<file path="src/rtl/flood_sequencer_if.sv">
// Bundle between the flood sequencer, the selector that drives it and the board RAM.
// The slave modport is the sequencer; the master side is selector plus RAM.
interface flood_sequencer_if;
   logic       INIT_INIT;
   logic [4:0] SIZE;
   logic [3:0] COLOR_NUM;
   logic       COLOR_SEL_SIG;
   logic [2:0] COLOR_SELECTED;
   logic [9:0] MEM_ADDR;
   logic [2:0] MEM_RD_DATA;
   logic       MEM_WE;
   logic [2:0] MEM_WR_DATA;
   logic       CHANGING_COLOR;
   logic       UPDATE_DONE;
   logic       READY;
   logic       WON;
   logic [2:0] FLOOD_COLOR;
   logic [9:0] REGION_SIZE;
   logic [7:0] TRIES;

   modport slave (
      input  INIT_INIT, SIZE, COLOR_NUM, COLOR_SEL_SIG, COLOR_SELECTED, MEM_RD_DATA,
      output MEM_ADDR, MEM_WE, MEM_WR_DATA, CHANGING_COLOR, UPDATE_DONE, READY, WON,
             FLOOD_COLOR, REGION_SIZE, TRIES
   );

   modport master (
      output INIT_INIT, SIZE, COLOR_NUM, COLOR_SEL_SIG, COLOR_SELECTED, MEM_RD_DATA,
      input  MEM_ADDR, MEM_WE, MEM_WR_DATA, CHANGING_COLOR, UPDATE_DONE, READY, WON,
             FLOOD_COLOR, REGION_SIZE, TRIES
   );
endinterface

</file>
<file path="src/rtl/flood_sequencer.sv">
// Flood-It flood-fill controller: owns the flooded-region mask and repeats
// read-modify-write raster sweeps of the board RAM until the region stops growing.
module flood_sequencer (
   input  logic             CLOCK,
   input  logic             RESET,
   flood_sequencer_if.slave io_bus
);
   localparam logic [9:0] ROW_PITCH = 10'd26;

   typedef enum logic [2:0] {
      IDLE      = 3'd0,
      INIT_RD   = 3'd1,
      INIT_WAIT = 3'd2,
      SC_ADDR   = 3'd3,
      SC_EVAL   = 3'd4,
      PASS_END  = 3'd5,
      FINISH    = 3'd6
   } state_t;

   state_t       r_state, w_state_nxt;
   logic [675:0] r_mask, w_mask_nxt;
   logic [4:0]   r_sz, w_sz_nxt;
   logic [3:0]   r_ncol, w_ncol_nxt;
   logic [2:0]   r_newc, w_newc_nxt;
   logic         r_changed, w_changed_nxt;
   logic [4:0]   r_row, w_row_nxt;
   logic [4:0]   r_col, w_col_nxt;
   logic [9:0]   r_addr, w_addr_nxt;
   logic         r_busy, w_busy_nxt;
   logic         r_done, w_done_nxt;
   logic         r_ready, w_ready_nxt;
   logic         r_won, w_won_nxt;
   logic [2:0]   r_flood, w_flood_nxt;
   logic [9:0]   r_region, w_region_nxt;
   logic [7:0]   r_tries, w_tries_nxt;
   logic         w_we;

   logic [9:0]   w_idx, w_up_idx, w_dn_idx, w_lf_idx, w_rt_idx;
   logic [9:0]   w_area;
   logic [4:0]   w_size_in;
   logic         w_last_row, w_last_col, w_in_mask, w_nbr, w_sel_ok;
   logic [2:0]   w_rd;

   assign w_rd       = io_bus.MEM_RD_DATA;
   assign w_idx      = ({5'd0, r_row} * ROW_PITCH) + {5'd0, r_col};
   assign w_last_row = (r_row == (r_sz - 5'd1));
   assign w_last_col = (r_col == (r_sz - 5'd1));
   // Neighbour indices fall back to the cell itself at the edges so they stay in range.
   assign w_up_idx   = (r_row != 5'd0) ? (w_idx - ROW_PITCH) : w_idx;
   assign w_dn_idx   = w_last_row ? w_idx : (w_idx + ROW_PITCH);
   assign w_lf_idx   = (r_col != 5'd0) ? (w_idx - 10'd1) : w_idx;
   assign w_rt_idx   = w_last_col ? w_idx : (w_idx + 10'd1);
   assign w_in_mask  = r_mask[w_idx];
   assign w_nbr      = ((r_row != 5'd0) && r_mask[w_up_idx]) ||
                       (!w_last_row     && r_mask[w_dn_idx]) ||
                       ((r_col != 5'd0) && r_mask[w_lf_idx]) ||
                       (!w_last_col     && r_mask[w_rt_idx]);
   assign w_area     = {5'd0, r_sz} * {5'd0, r_sz};
   assign w_size_in  = (io_bus.SIZE < 5'd2)  ? 5'd2  :
                       (io_bus.SIZE > 5'd26) ? 5'd26 : io_bus.SIZE;
   assign w_sel_ok   = r_ready && !r_won &&
                       ({1'b0, io_bus.COLOR_SELECTED} < r_ncol) &&
                       (io_bus.COLOR_SELECTED != r_flood);

   // Next-state and datapath decode; INIT_INIT overrides everything, including a pending write.
   always_comb begin
      w_state_nxt   = r_state;
      w_mask_nxt    = r_mask;
      w_sz_nxt      = r_sz;
      w_ncol_nxt    = r_ncol;
      w_newc_nxt    = r_newc;
      w_changed_nxt = r_changed;
      w_row_nxt     = r_row;
      w_col_nxt     = r_col;
      w_addr_nxt    = r_addr;
      w_done_nxt    = 1'b0;
      w_ready_nxt   = r_ready;
      w_won_nxt     = r_won;
      w_flood_nxt   = r_flood;
      w_region_nxt  = r_region;
      w_tries_nxt   = r_tries;
      w_we          = 1'b0;

      if (io_bus.INIT_INIT) begin
         w_sz_nxt      = w_size_in;
         w_ncol_nxt    = io_bus.COLOR_NUM;
         w_mask_nxt    = {675'd0, 1'b1};
         w_tries_nxt   = 8'd0;
         w_won_nxt     = 1'b0;
         w_region_nxt  = 10'd1;
         w_changed_nxt = 1'b0;
         w_row_nxt     = 5'd0;
         w_col_nxt     = 5'd0;
         w_addr_nxt    = 10'd0;
         w_state_nxt   = INIT_RD;
      end else begin
         case (r_state)
            IDLE: begin
               if (io_bus.COLOR_SEL_SIG && w_sel_ok) begin
                  w_newc_nxt    = io_bus.COLOR_SELECTED;
                  w_tries_nxt   = (r_tries == 8'd255) ? r_tries : (r_tries + 8'd1);
                  w_row_nxt     = 5'd0;
                  w_col_nxt     = 5'd0;
                  w_addr_nxt    = 10'd0;
                  w_changed_nxt = 1'b0;
                  w_state_nxt   = SC_ADDR;
               end else begin
                  w_state_nxt   = IDLE;
               end
            end
            INIT_RD: w_state_nxt = INIT_WAIT;
            INIT_WAIT: begin
               w_flood_nxt   = w_rd;
               w_newc_nxt    = w_rd;
               w_row_nxt     = 5'd0;
               w_col_nxt     = 5'd0;
               w_addr_nxt    = 10'd0;
               w_changed_nxt = 1'b0;
               w_state_nxt   = SC_ADDR;
            end
            SC_ADDR: w_state_nxt = SC_EVAL;
            SC_EVAL: begin
               if (w_in_mask && (w_rd != r_newc)) begin
                  w_we = 1'b1;
               end else if (!w_in_mask && (w_rd == r_newc) && w_nbr) begin
                  w_mask_nxt[w_idx] = 1'b1;
                  w_region_nxt      = r_region + 10'd1;
                  w_changed_nxt     = 1'b1;
               end else begin
                  w_changed_nxt     = r_changed;
               end
               if (w_last_col && w_last_row) begin
                  w_state_nxt = PASS_END;
               end else if (w_last_col) begin
                  w_row_nxt   = r_row + 5'd1;
                  w_col_nxt   = 5'd0;
                  w_addr_nxt  = w_idx + ROW_PITCH - {5'd0, r_col};
                  w_state_nxt = SC_ADDR;
               end else begin
                  w_col_nxt   = r_col + 5'd1;
                  w_addr_nxt  = w_idx + 10'd1;
                  w_state_nxt = SC_ADDR;
               end
            end
            PASS_END: begin
               if (r_changed) begin
                  w_changed_nxt = 1'b0;
                  w_row_nxt     = 5'd0;
                  w_col_nxt     = 5'd0;
                  w_addr_nxt    = 10'd0;
                  w_state_nxt   = SC_ADDR;
               end else begin
                  w_state_nxt   = FINISH;
               end
            end
            FINISH: begin
               w_flood_nxt = r_newc;
               w_won_nxt   = (r_region == w_area);
               w_ready_nxt = 1'b1;
               w_done_nxt  = 1'b1;
               w_state_nxt = IDLE;
            end
            default: w_state_nxt = IDLE;
         endcase
      end
      w_busy_nxt = (w_state_nxt != IDLE);
   end

   // State and output registers with synchronous reset.
   always_ff @(posedge CLOCK) begin
      if (RESET) begin
         r_state   <= IDLE;
         r_mask    <= 676'd0;
         r_sz      <= 5'd0;
         r_ncol    <= 4'd0;
         r_newc    <= 3'd0;
         r_changed <= 1'b0;
         r_row     <= 5'd0;
         r_col     <= 5'd0;
         r_addr    <= 10'd0;
         r_busy    <= 1'b0;
         r_done    <= 1'b0;
         r_ready   <= 1'b0;
         r_won     <= 1'b0;
         r_flood   <= 3'd0;
         r_region  <= 10'd0;
         r_tries   <= 8'd0;
      end else begin
         r_state   <= w_state_nxt;
         r_mask    <= w_mask_nxt;
         r_sz      <= w_sz_nxt;
         r_ncol    <= w_ncol_nxt;
         r_newc    <= w_newc_nxt;
         r_changed <= w_changed_nxt;
         r_row     <= w_row_nxt;
         r_col     <= w_col_nxt;
         r_addr    <= w_addr_nxt;
         r_busy    <= w_busy_nxt;
         r_done    <= w_done_nxt;
         r_ready   <= w_ready_nxt;
         r_won     <= w_won_nxt;
         r_flood   <= w_flood_nxt;
         r_region  <= w_region_nxt;
         r_tries   <= w_tries_nxt;
      end
   end

   // The write strobe depends on the data read this cycle, so it cannot be registered.
   assign io_bus.MEM_WE         = w_we & ~RESET;
   assign io_bus.MEM_ADDR       = r_addr;
   assign io_bus.MEM_WR_DATA    = r_newc;
   assign io_bus.CHANGING_COLOR = r_busy;
   assign io_bus.UPDATE_DONE    = r_done;
   assign io_bus.READY          = r_ready;
   assign io_bus.WON            = r_won;
   assign io_bus.FLOOD_COLOR    = r_flood;
   assign io_bus.REGION_SIZE    = r_region;
   assign io_bus.TRIES          = r_tries;
endmodule

</file>
<file path="src/flat_wrapper.sv">
// flat-port wrapper written by rule: the top's interface ports become plain ports
module flood_sequencer_flat 
  (CLOCK, RESET, io_bus_INIT_INIT, io_bus_SIZE, io_bus_COLOR_NUM, io_bus_COLOR_SEL_SIG, io_bus_COLOR_SELECTED, io_bus_MEM_RD_DATA, io_bus_MEM_ADDR, io_bus_MEM_WE, io_bus_MEM_WR_DATA, io_bus_CHANGING_COLOR, io_bus_UPDATE_DONE, io_bus_READY, io_bus_WON, io_bus_FLOOD_COLOR, io_bus_REGION_SIZE, io_bus_TRIES);
  flood_sequencer_if io_bus_i ();
  input  logic CLOCK;
  input  logic RESET;
  input wire logic [$bits(io_bus_i.INIT_INIT)-1:0] io_bus_INIT_INIT;
  input wire logic [$bits(io_bus_i.SIZE)-1:0] io_bus_SIZE;
  input wire logic [$bits(io_bus_i.COLOR_NUM)-1:0] io_bus_COLOR_NUM;
  input wire logic [$bits(io_bus_i.COLOR_SEL_SIG)-1:0] io_bus_COLOR_SEL_SIG;
  input wire logic [$bits(io_bus_i.COLOR_SELECTED)-1:0] io_bus_COLOR_SELECTED;
  input wire logic [$bits(io_bus_i.MEM_RD_DATA)-1:0] io_bus_MEM_RD_DATA;
  output wire logic [$bits(io_bus_i.MEM_ADDR)-1:0] io_bus_MEM_ADDR;
  output wire logic [$bits(io_bus_i.MEM_WE)-1:0] io_bus_MEM_WE;
  output wire logic [$bits(io_bus_i.MEM_WR_DATA)-1:0] io_bus_MEM_WR_DATA;
  output wire logic [$bits(io_bus_i.CHANGING_COLOR)-1:0] io_bus_CHANGING_COLOR;
  output wire logic [$bits(io_bus_i.UPDATE_DONE)-1:0] io_bus_UPDATE_DONE;
  output wire logic [$bits(io_bus_i.READY)-1:0] io_bus_READY;
  output wire logic [$bits(io_bus_i.WON)-1:0] io_bus_WON;
  output wire logic [$bits(io_bus_i.FLOOD_COLOR)-1:0] io_bus_FLOOD_COLOR;
  output wire logic [$bits(io_bus_i.REGION_SIZE)-1:0] io_bus_REGION_SIZE;
  output wire logic [$bits(io_bus_i.TRIES)-1:0] io_bus_TRIES;
  assign io_bus_i.INIT_INIT = io_bus_INIT_INIT;
  assign io_bus_i.SIZE = io_bus_SIZE;
  assign io_bus_i.COLOR_NUM = io_bus_COLOR_NUM;
  assign io_bus_i.COLOR_SEL_SIG = io_bus_COLOR_SEL_SIG;
  assign io_bus_i.COLOR_SELECTED = io_bus_COLOR_SELECTED;
  assign io_bus_i.MEM_RD_DATA = io_bus_MEM_RD_DATA;
  assign io_bus_MEM_ADDR = io_bus_i.MEM_ADDR;
  assign io_bus_MEM_WE = io_bus_i.MEM_WE;
  assign io_bus_MEM_WR_DATA = io_bus_i.MEM_WR_DATA;
  assign io_bus_CHANGING_COLOR = io_bus_i.CHANGING_COLOR;
  assign io_bus_UPDATE_DONE = io_bus_i.UPDATE_DONE;
  assign io_bus_READY = io_bus_i.READY;
  assign io_bus_WON = io_bus_i.WON;
  assign io_bus_FLOOD_COLOR = io_bus_i.FLOOD_COLOR;
  assign io_bus_REGION_SIZE = io_bus_i.REGION_SIZE;
  assign io_bus_TRIES = io_bus_i.TRIES;
  flood_sequencer u_core (.CLOCK(CLOCK), .RESET(RESET), .io_bus(io_bus_i));
endmodule
</file>
<file path="config.mk">
export PLATFORM = sky130hd
export DESIGN_NAME = flood_sequencer_flat
export DESIGN_NICKNAME = d
export VERILOG_FILES = /design/src/rtl/flood_sequencer_if.sv /design/src/rtl/flood_sequencer.sv /design/src/flat_wrapper.sv
export SDC_FILE = /design/constraint.sdc
export NUM_CORES = 2
export LEC_CHECK = 0
export ABC_AREA = 1
export CAP_MARGIN = 20
export CORE_MARGIN = 8
export CORE_UTILIZATION = 33
export CTS_CLUSTER_SIZE = 30
export DETAILED_ROUTE_END_ITERATION = 7
export HOLD_SLACK_MARGIN = 0.15
export PLACE_DENSITY = 0.5
export SLEW_MARGIN = 40
export SYNTH_ARGS = -nofsm -noshare
export SYNTH_HDL_FRONTEND = slang
export SYNTH_SLANG_ARGS = --single-unit
</file>
<file path="constraint.sdc">
create_clock -name CLOCK -period 5.7 [get_ports CLOCK]
set_input_delay 1.14 -clock CLOCK [delete_from_list [all_inputs] [get_ports CLOCK]]
set_output_delay 1.14 -clock CLOCK [all_outputs]
set_load 0.02 [all_outputs]
</file>
Word-level counts from Yosys, hierarchy flattened
Index checks and enable logic that the tools add are counted.
{"block": "totals", "output_inout_bits": 39, "reg_bits": 737, "inputBits": 19, "elab_cells": 162}
{"block": "classes", "add_sub_neg": 11, "n_lt_le_gt_ge": 9, "mux": 55, "multipliers": 2, "reduce_logical": 41, "bitwise": 6, "n_eq_ne": 20}
{"op": "OR 676 bit", "count": 1}
{"op": "two-way mux 10 bit", "count": 8}
{"op": "< comparator 10 x 11 -> 1 bit, second input constant", "count": 5}
{"op": "binary-select mux 1 bit (select 10 bit)", "count": 5}
{"op": "two-way mux 5 bit", "count": 8}
{"op": "one-hot mux 10 bit (4 select lines)", "count": 1}
{"op": "one-hot mux 5 bit (4 select lines)", "count": 2}
{"op": "two-way mux 1 bit", "count": 21}
{"op": "adder 10 x 1 -> 10 bit, second input constant", "count": 2}
{"op": "one-hot mux 3 bit (6 select lines)", "count": 1}
{"op": "logical AND 1 bit", "count": 13}
{"op": "two-way mux 3 bit", "count": 4}
{"op": "one-hot mux 3 bit (2 select lines)", "count": 2}
{"op": "AND reduction 3 bit", "count": 4}
{"op": "adder 10 x 5 -> 10 bit", "count": 1}
{"op": "adder 10 x 5 -> 10 bit, second input constant", "count": 1}
{"op": "adder 5 x 1 -> 5 bit, second input constant", "count": 2}
{"op": "demux 1 bit (select 10 bit)", "count": 1}
{"op": "equality test 10 bit", "count": 1}
{"op": "equality test 5 bit", "count": 2}
{"op": "greater-or-equal comparator 10 x 1 -> 1 bit, second input constant", "count": 1}
{"op": "multiplier 5 x 5 -> 10 bit", "count": 1}
{"op": "nonzero test 5 bit", "count": 2}
{"op": "subtractor 10 x 1 -> 10 bit, second input constant", "count": 1}
{"op": "other kinds (30)", "count": 54}

Longest topological paths before layout
{"block": "depth", "ltp_word": 15, "depth_mapped": 39, "mapped_depth_nobuf": 33}

Worst setup path before layout
OpenSTA, ideal clock, no wires.
{"block": "synth_path", "path_kind": "flip-flop to flip-flop", "start": "reg u_core.r_col[1]", "end": "reg u_core.r_mask[63]", "path_slack_ns": 0.660, "stages_incl_launch_ff": 35, "required_time_ns": 5.630, "arrival_ns": 4.969, "path_buffers": 7, "path_cell_list": "dfxtp_1 -> inv_1 -> ha_1 -> clkbuf_1 -> inv_1 -> clkbuf_1 -> clkbuf_1 -> clkbuf_1 -> ha_1 -> inv_1 -> a21oi_1 -> nand2_1 -> xor2_2 -> nor2_1 -> clkbuf_1 -> nand3_1 -> nand2_1 -> nor2_1 -> nand2_1 -> nand3_1 -> nand3_1 -> nand3_1 -> nand3_1 -> nand3_1 -> nor2_1 -> nor2_1 -> nand2_1 -> inv_1 -> nand2_1 -> nand3_2 -> inv_2 -> buf_4 -> buf_4 -> nand2_1 -> a21oi_1"}
{"block": "synth_via", "elab_chain_cells": 11, "word_cells_on_any_way": 41}
{"item": "start, declared", "line": "flood_sequencer.sv:27", "source": "logic [4:0] r_col, w_col_nxt;"}
{"item": "start signal, assigned", "line": "flood_sequencer.sv:196", "source": "r_col <= w_col_nxt;"}
{"item": "adder 10 x 5 -> 10 bit", "line": "flood_sequencer.sv:45", "source": "assign w_idx = ({5'd0, r_row} * ROW_PITCH) + {5'd0, r_col};"}
{"item": "subtractor 10 x 5 -> 10 bit or adder 10 x 5 -> 10 bit (tied branches)", "line": "flood_sequencer.sv:49, flood_sequencer.sv:50"}
{"item": "two-way mux 10 bit, on equally long branches", "line": "flood_sequencer.sv:49, flood_sequencer.sv:50"}
{"item": "binary-select mux 1 bit (select 10 bit), on equally long branches", "line": "flood_sequencer.sv:54, flood_sequencer.sv:55"}
{"item": "two-way mux 1 bit, on equally long branches", "line": "flood_sequencer.sv:54, flood_sequencer.sv:55"}
{"item": "logical AND 1 bit, on equally long branches", "line": "flood_sequencer.sv:54, flood_sequencer.sv:55"}
{"item": "logical OR 1 bit", "line": "flood_sequencer.sv:54", "source": "assign w_nbr = ((r_row != 5'd0) && r_mask[w_up_idx]) ||"}
{"item": "logical OR 1 bit", "line": "flood_sequencer.sv:55", "source": "(!w_last_row && r_mask[w_dn_idx]) ||"}
{"item": "logical OR 1 bit", "line": "flood_sequencer.sv:56", "source": "((r_col != 5'd0) && r_mask[w_lf_idx]) ||"}
{"item": "logical AND 1 bit", "line": "flood_sequencer.sv:125", "source": "end else if (!w_in_mask && (w_rd == r_newc) && w_nbr) begin"}
{"item": "AND reduction 3 bit (no line)"}
{"item": "end signal, assigned", "line": "flood_sequencer.sv:190", "source": "r_mask <= w_mask_nxt;"}
{"item": "end, declared", "line": "flood_sequencer.sv:21", "source": "logic [675:0] r_mask, w_mask_nxt;"}
Several ways; a longest one is shown, not always the timed one. The select of a mux whose other input is x is not followed.
A chain may end at the register's enable or synchronous reset.

Final worst setup path
{"block": "layout_path", "start": "reg u_core.r_row[1]", "end": "out io_bus_MEM_WE"}
{"block": "layout_via", "elab_chain_cells": 9}
{"item": "start, declared", "line": "flood_sequencer.sv:26", "source": "logic [4:0] r_row, w_row_nxt;"}
{"item": "start signal, assigned", "line": "flood_sequencer.sv:195", "source": "r_row <= w_row_nxt;"}
{"item": "multiplier 5 x 4 -> 9 bit", "line": "flood_sequencer.sv:45"}
{"item": "adder 10 x 5 -> 10 bit", "line": "flood_sequencer.sv:45"}
{"item": "binary-select mux 1 bit (select 10 bit)", "line": "flood_sequencer.sv:53", "source": "assign w_in_mask = r_mask[w_idx];"}
{"item": "two-way mux 1 bit (implied by the code)", "line": "flood_sequencer.sv:53"}
{"item": "logical AND 1 bit", "line": "flood_sequencer.sv:123", "source": "if (w_in_mask && (w_rd != r_newc)) begin"}
{"item": "two-way mux 1 bit", "line": "flood_sequencer.sv:123"}
{"item": "two-way mux 1 bit", "line": "flood_sequencer.sv:97", "source": "case (r_state)"}
{"item": "two-way mux 1 bit", "line": "flood_sequencer.sv:84", "source": "if (io_bus.INIT_INIT) begin"}
{"item": "AND 1 bit", "line": "flood_sequencer.sv:209", "source": "assign io_bus.MEM_WE = w_we & ~RESET;"}
{"item": "end, declared", "line": "flat_wrapper.sv:14", "source": "output wire logic [$bits(io_bus_i.MEM_WE)-1:0] io_bus_MEM_WE;"}
No other way between the ends. The select of a mux whose other input is x is not followed.

==> impl_metrics.json <==
{
  "maxSlewHeadroom_pct": 35.4,
  "power-per-cell-area_nw_per_um2": 207,
  "vias_per_cell": 5.73,
  "ys_seq_area_share_pct": 25.7,
  "fp.coreArea_um2": 173000,
  "htreeDepth": 3,
  "critPathArrivalTime_ns": 4.46,
  "period_share_pct": 98.2,
  "yosys.area.top_type": "dfxtp_1",
  "hold_class": "flop to flop",
  "synthesis.instances": 10200,
  "maxCapViolations": 0,
  "worstMarginPinSlew_ns": 0.969,
  "grt_remaining_overflow": 0,
  "drv_slew": 0,
  "die_h_um": 433,
  "crit_chain": "buf_6 > ha_4 > inv_2 > fa_1 > inv_2 > fa_2 > nand2_4 > buf_4 > nor2_4 > xor2_1 > buf_4 > buf_4 > buf_4 > nor2_1 > a21oi_1 > nand2_1 > nand2_2 > nand3_4 > nor3_4 > buf_6",
  "hold_viol_final": 0,
  "fin_crit_ns": 5.60,
  "cpMaxStageDelayCell": "fa_2",
  "syn_avg_cell_area_um2": 5.62,
  "clk_pin_slew_ns": 0.06,
  "synth.distinct_cells": 52,
  "multiInputGateArea_um2": 36000,
  "synth_top_cell_area_share_pct": 25.7,
  "yosys_warnings": 0,
  "nNetsFinal": 10100,
  "cellInternalPower_mw": 9.63,
  "critPathKind": "flop to output pin",
  "synth-seq-cells": 736,
  "cts_made_buffers": 97,
  "dieArea_um2": 187000,
  "utilization_pct": 39.0,
  "gp_congestion": 0.992,
  "seqCellArea_um2": 14700,
  "synth_edf_count": 0,
  "finalClockSkew_ns": 0.0587,
  "setup_viol_count_final": 0,
  "portBuffers": 57,
  "initial_utilization_pct": 33.1,
  "via_count": 71300,
  "wirelength_um": 324000,
  "grt_pass1_vias": 63900,
  "vdd_drop_max_v": 0.000270,
  "hold-worst-slack_ns": 0.461,
  "drc_errors": 9,
  "p_total_mw": 14.0,
  "yosysMostFrequentCell": "nand2_1",
  "n_fill_cell": 18800,
  "drive_gt1_share_pct": 8.53,
  "fmaxAchievable_ghz": 0.179,
  "antenna_left": 0,
  "clk_latency_ns": 0.81,
  "drt_first_pass_iters": 8,
  "cts_tree": "done",
  "syn_nets": 10300,
  "cp-start-kind": "flop",
  "synth_commonest_cells": "nand2_1 (2876), o21ai_0 (1107), a21oi_1 (1055), nand3_1 (1019), inv_1 (972)",
  "ff2ff_setup_slack_ns": 0.15,
  "switchingPower_mw": 4.34,
  "wl_per_cell_um": 26.0,
  "end_kind": "output pin",
  "critPathMaxStageDelay_ns": 0.61,
  "die_width_um": 433,
  "gr-usage-all-layers_pct": 32.6,
  "grt_start_max_net_pins": 167,
  "clockBufferDepth": 3,
  "grt_antenna_before_repair": 27,
  "power_leakage_nw": 21.9,
  "stdcell_area_um2": 67600,
  "synthFlopType": "dfxtp_1",
  "areaGrowthSynthToFinish_pct": 18.0,
  "synthTopCellsByArea": "dfxtp_1 (26%), nand2_1 (19%), o21ai_0 (9.7%)",
  "cts.sink_count": 736,
  "outcome": "finished with violations",
  "switching_share_pct": 31.0,
  "pwr-share-clk_pct": 47.8,
  "combPwrFrac_pct": 15.2,
  "dpl-instance-area_um2": 62900,
  "worstPathMaxFanout": 5,
  "fin_cells": 12400,
  "ios": 58,
  "drtIter0Drc": 9794,
  "placed_cells": 12200,
  "crit_path_frequent_cell": "buf_4",
  "critical_path_required_ns": 4.56,
  "violations": "DRC",
  "setup_tns_ns": 0,
  "pwr-share-seq_pct": 37.0,
  "root_buffer": "clkbuf_16",
  "fin_ws_ns": 0.102,
  "dp_slack_ns": -0.119,
  "dpl.hpwl_um": 204000,
  "rows": 153,
  "grt_first_pass_wirelength_um": 455000,
  "synth.cell_area_um2": 57300,
  "async_flop_share_pct": 0
}
==> per-layer routing <==
| metal | GRT usage (%) | wire [um] | up-vias |
|---|---|---|---|
| met2 | 48.7 | 135000 | 4188 |
| met1 | 43.0 | 131000 | 33200 |
| met4 | 19.3 | 23300 | 6 |
| li1 | - | - | 32900 |
| met3 | 7.07 | 35100 | 1008 |
| met5 | 0 | 35 | - |
==> critical path, delay by kind of cell (launching register included) <==
family / cells / cell delay (ns)
adder cells (fa/ha/maj): 3 / 1.25
buffers and inverters: 8 / 0.94
AND/OR/NAND/NOR: 7 / 0.78
flip-flops: 1 / 0.38
XOR/XNOR: 1 / 0.16
AO/OA/AOI/OAI: 1 / 0.15
==> cell families after synthesis <==
logic type                 after synthesis  synth area share, %
and+or+nand+nor                       4930                 35.0
AOI/OAI and AO/OA                     2572                 24.2
buffers and inverters                 1842                 12.9
DFF                                    736                 25.7
adders and majority gates               60                 1.39
xor gates and xnor gates                47                0.745
==> timing repair <==
item / CTS / global route
pin swaps: 4 / 38
hold endpoints to repair: 0 / 0
gates cloned: 0 / 10
resized for setup: 34 / 104
hold buffers: 0 / 0
endpoints found under the setup margin: 319 / 687
setup buffers: 8 / 33
==> cell usage in the layout (no fill, tap or decap), drive strengths merged, types with 3 or more instances in the layout <==
master / instances
a21oi: 1055
a22oi: 7
a31oi: 13
a32o: 3
buf: 530
bufinv: 10
clkbuf: 149
clkdlybuf4s50: 56
clkinv: 26
clkinvlp: 6
dfxtp: 736
diode: 16
fa: 6
ha: 54
inv: 984
nand2: 2879
nand3: 1023
nand3b: 3
nand4: 44
nor2: 940
nor3: 27
nor3b: 3
nor4: 3
o2111ai: 11
o211ai: 323
o21a: 16
o21ai: 1123
o22ai: 4
o31ai: 4
or2: 4
xnor2: 13
xor2: 34
==> power by group through the flow <==
stage	Clock (mW)	Sequential (mW)	Combinational (mW)
after floorplan	0	5.28	1.01
after global placement	0	5.28	1.98
after detailed placement	0	5.28	1.98
after CTS	6.77	5.16	2.00
after global routing	6.95	5.16	2.19
final	6.68	5.16	2.12
==> cell type report <==
| type | instances | area share [%] |
|---|---|---|
| diodes | 16 | 0.0592 |
| clock buffers | 138 | 4.13 |
| clock inverters | 41 | 0.835 |
| inverters | 985 | 5.54 |
| multi-input cells | 7609 | 53.3 |
| flip-flops and latches | 736 | 21.8 |
| well taps | 2325 | 4.30 |
| repair buffers | 597 | 10.0 |
==> registers in the layout (all words and copies together), names as in the netlist <==
signal and flops:
u_core.io_bus.UPDATE_DONE 1, u_core.io_bus.READY 1, u_core.io_bus.MEM_WR_DATA 3, u_core.io_bus.MEM_ADDR 10
u_core.r_changed 1, u_core.r_state 3, u_core.io_bus.WON 1, u_core.r_col 4
u_core.io_bus.CHANGING_COLOR 1, u_core.io_bus.TRIES 8, u_core.io_bus.REGION_SIZE 10, u_core.r_sz 5
u_core.r_row 5, u_core.r_mask 676, u_core.io_bus.FLOOD_COLOR 3, u_core.r_ncol 4
==> final timing paths <==
kind	start	to	depth (start not counted)
worst min register to register	u_core.r_ncol[1]	u_core.r_ncol[1]	2
worst min-delay path	u_core.r_ncol[1]	u_core.r_ncol[1]	2
worst max-delay path	u_core.r_row[1]	io_bus_MEM_WE	20
worst max register to register	u_core.r_row[0]	u_core.r_mask[642]	28
(Power assumes the default switching activity.)
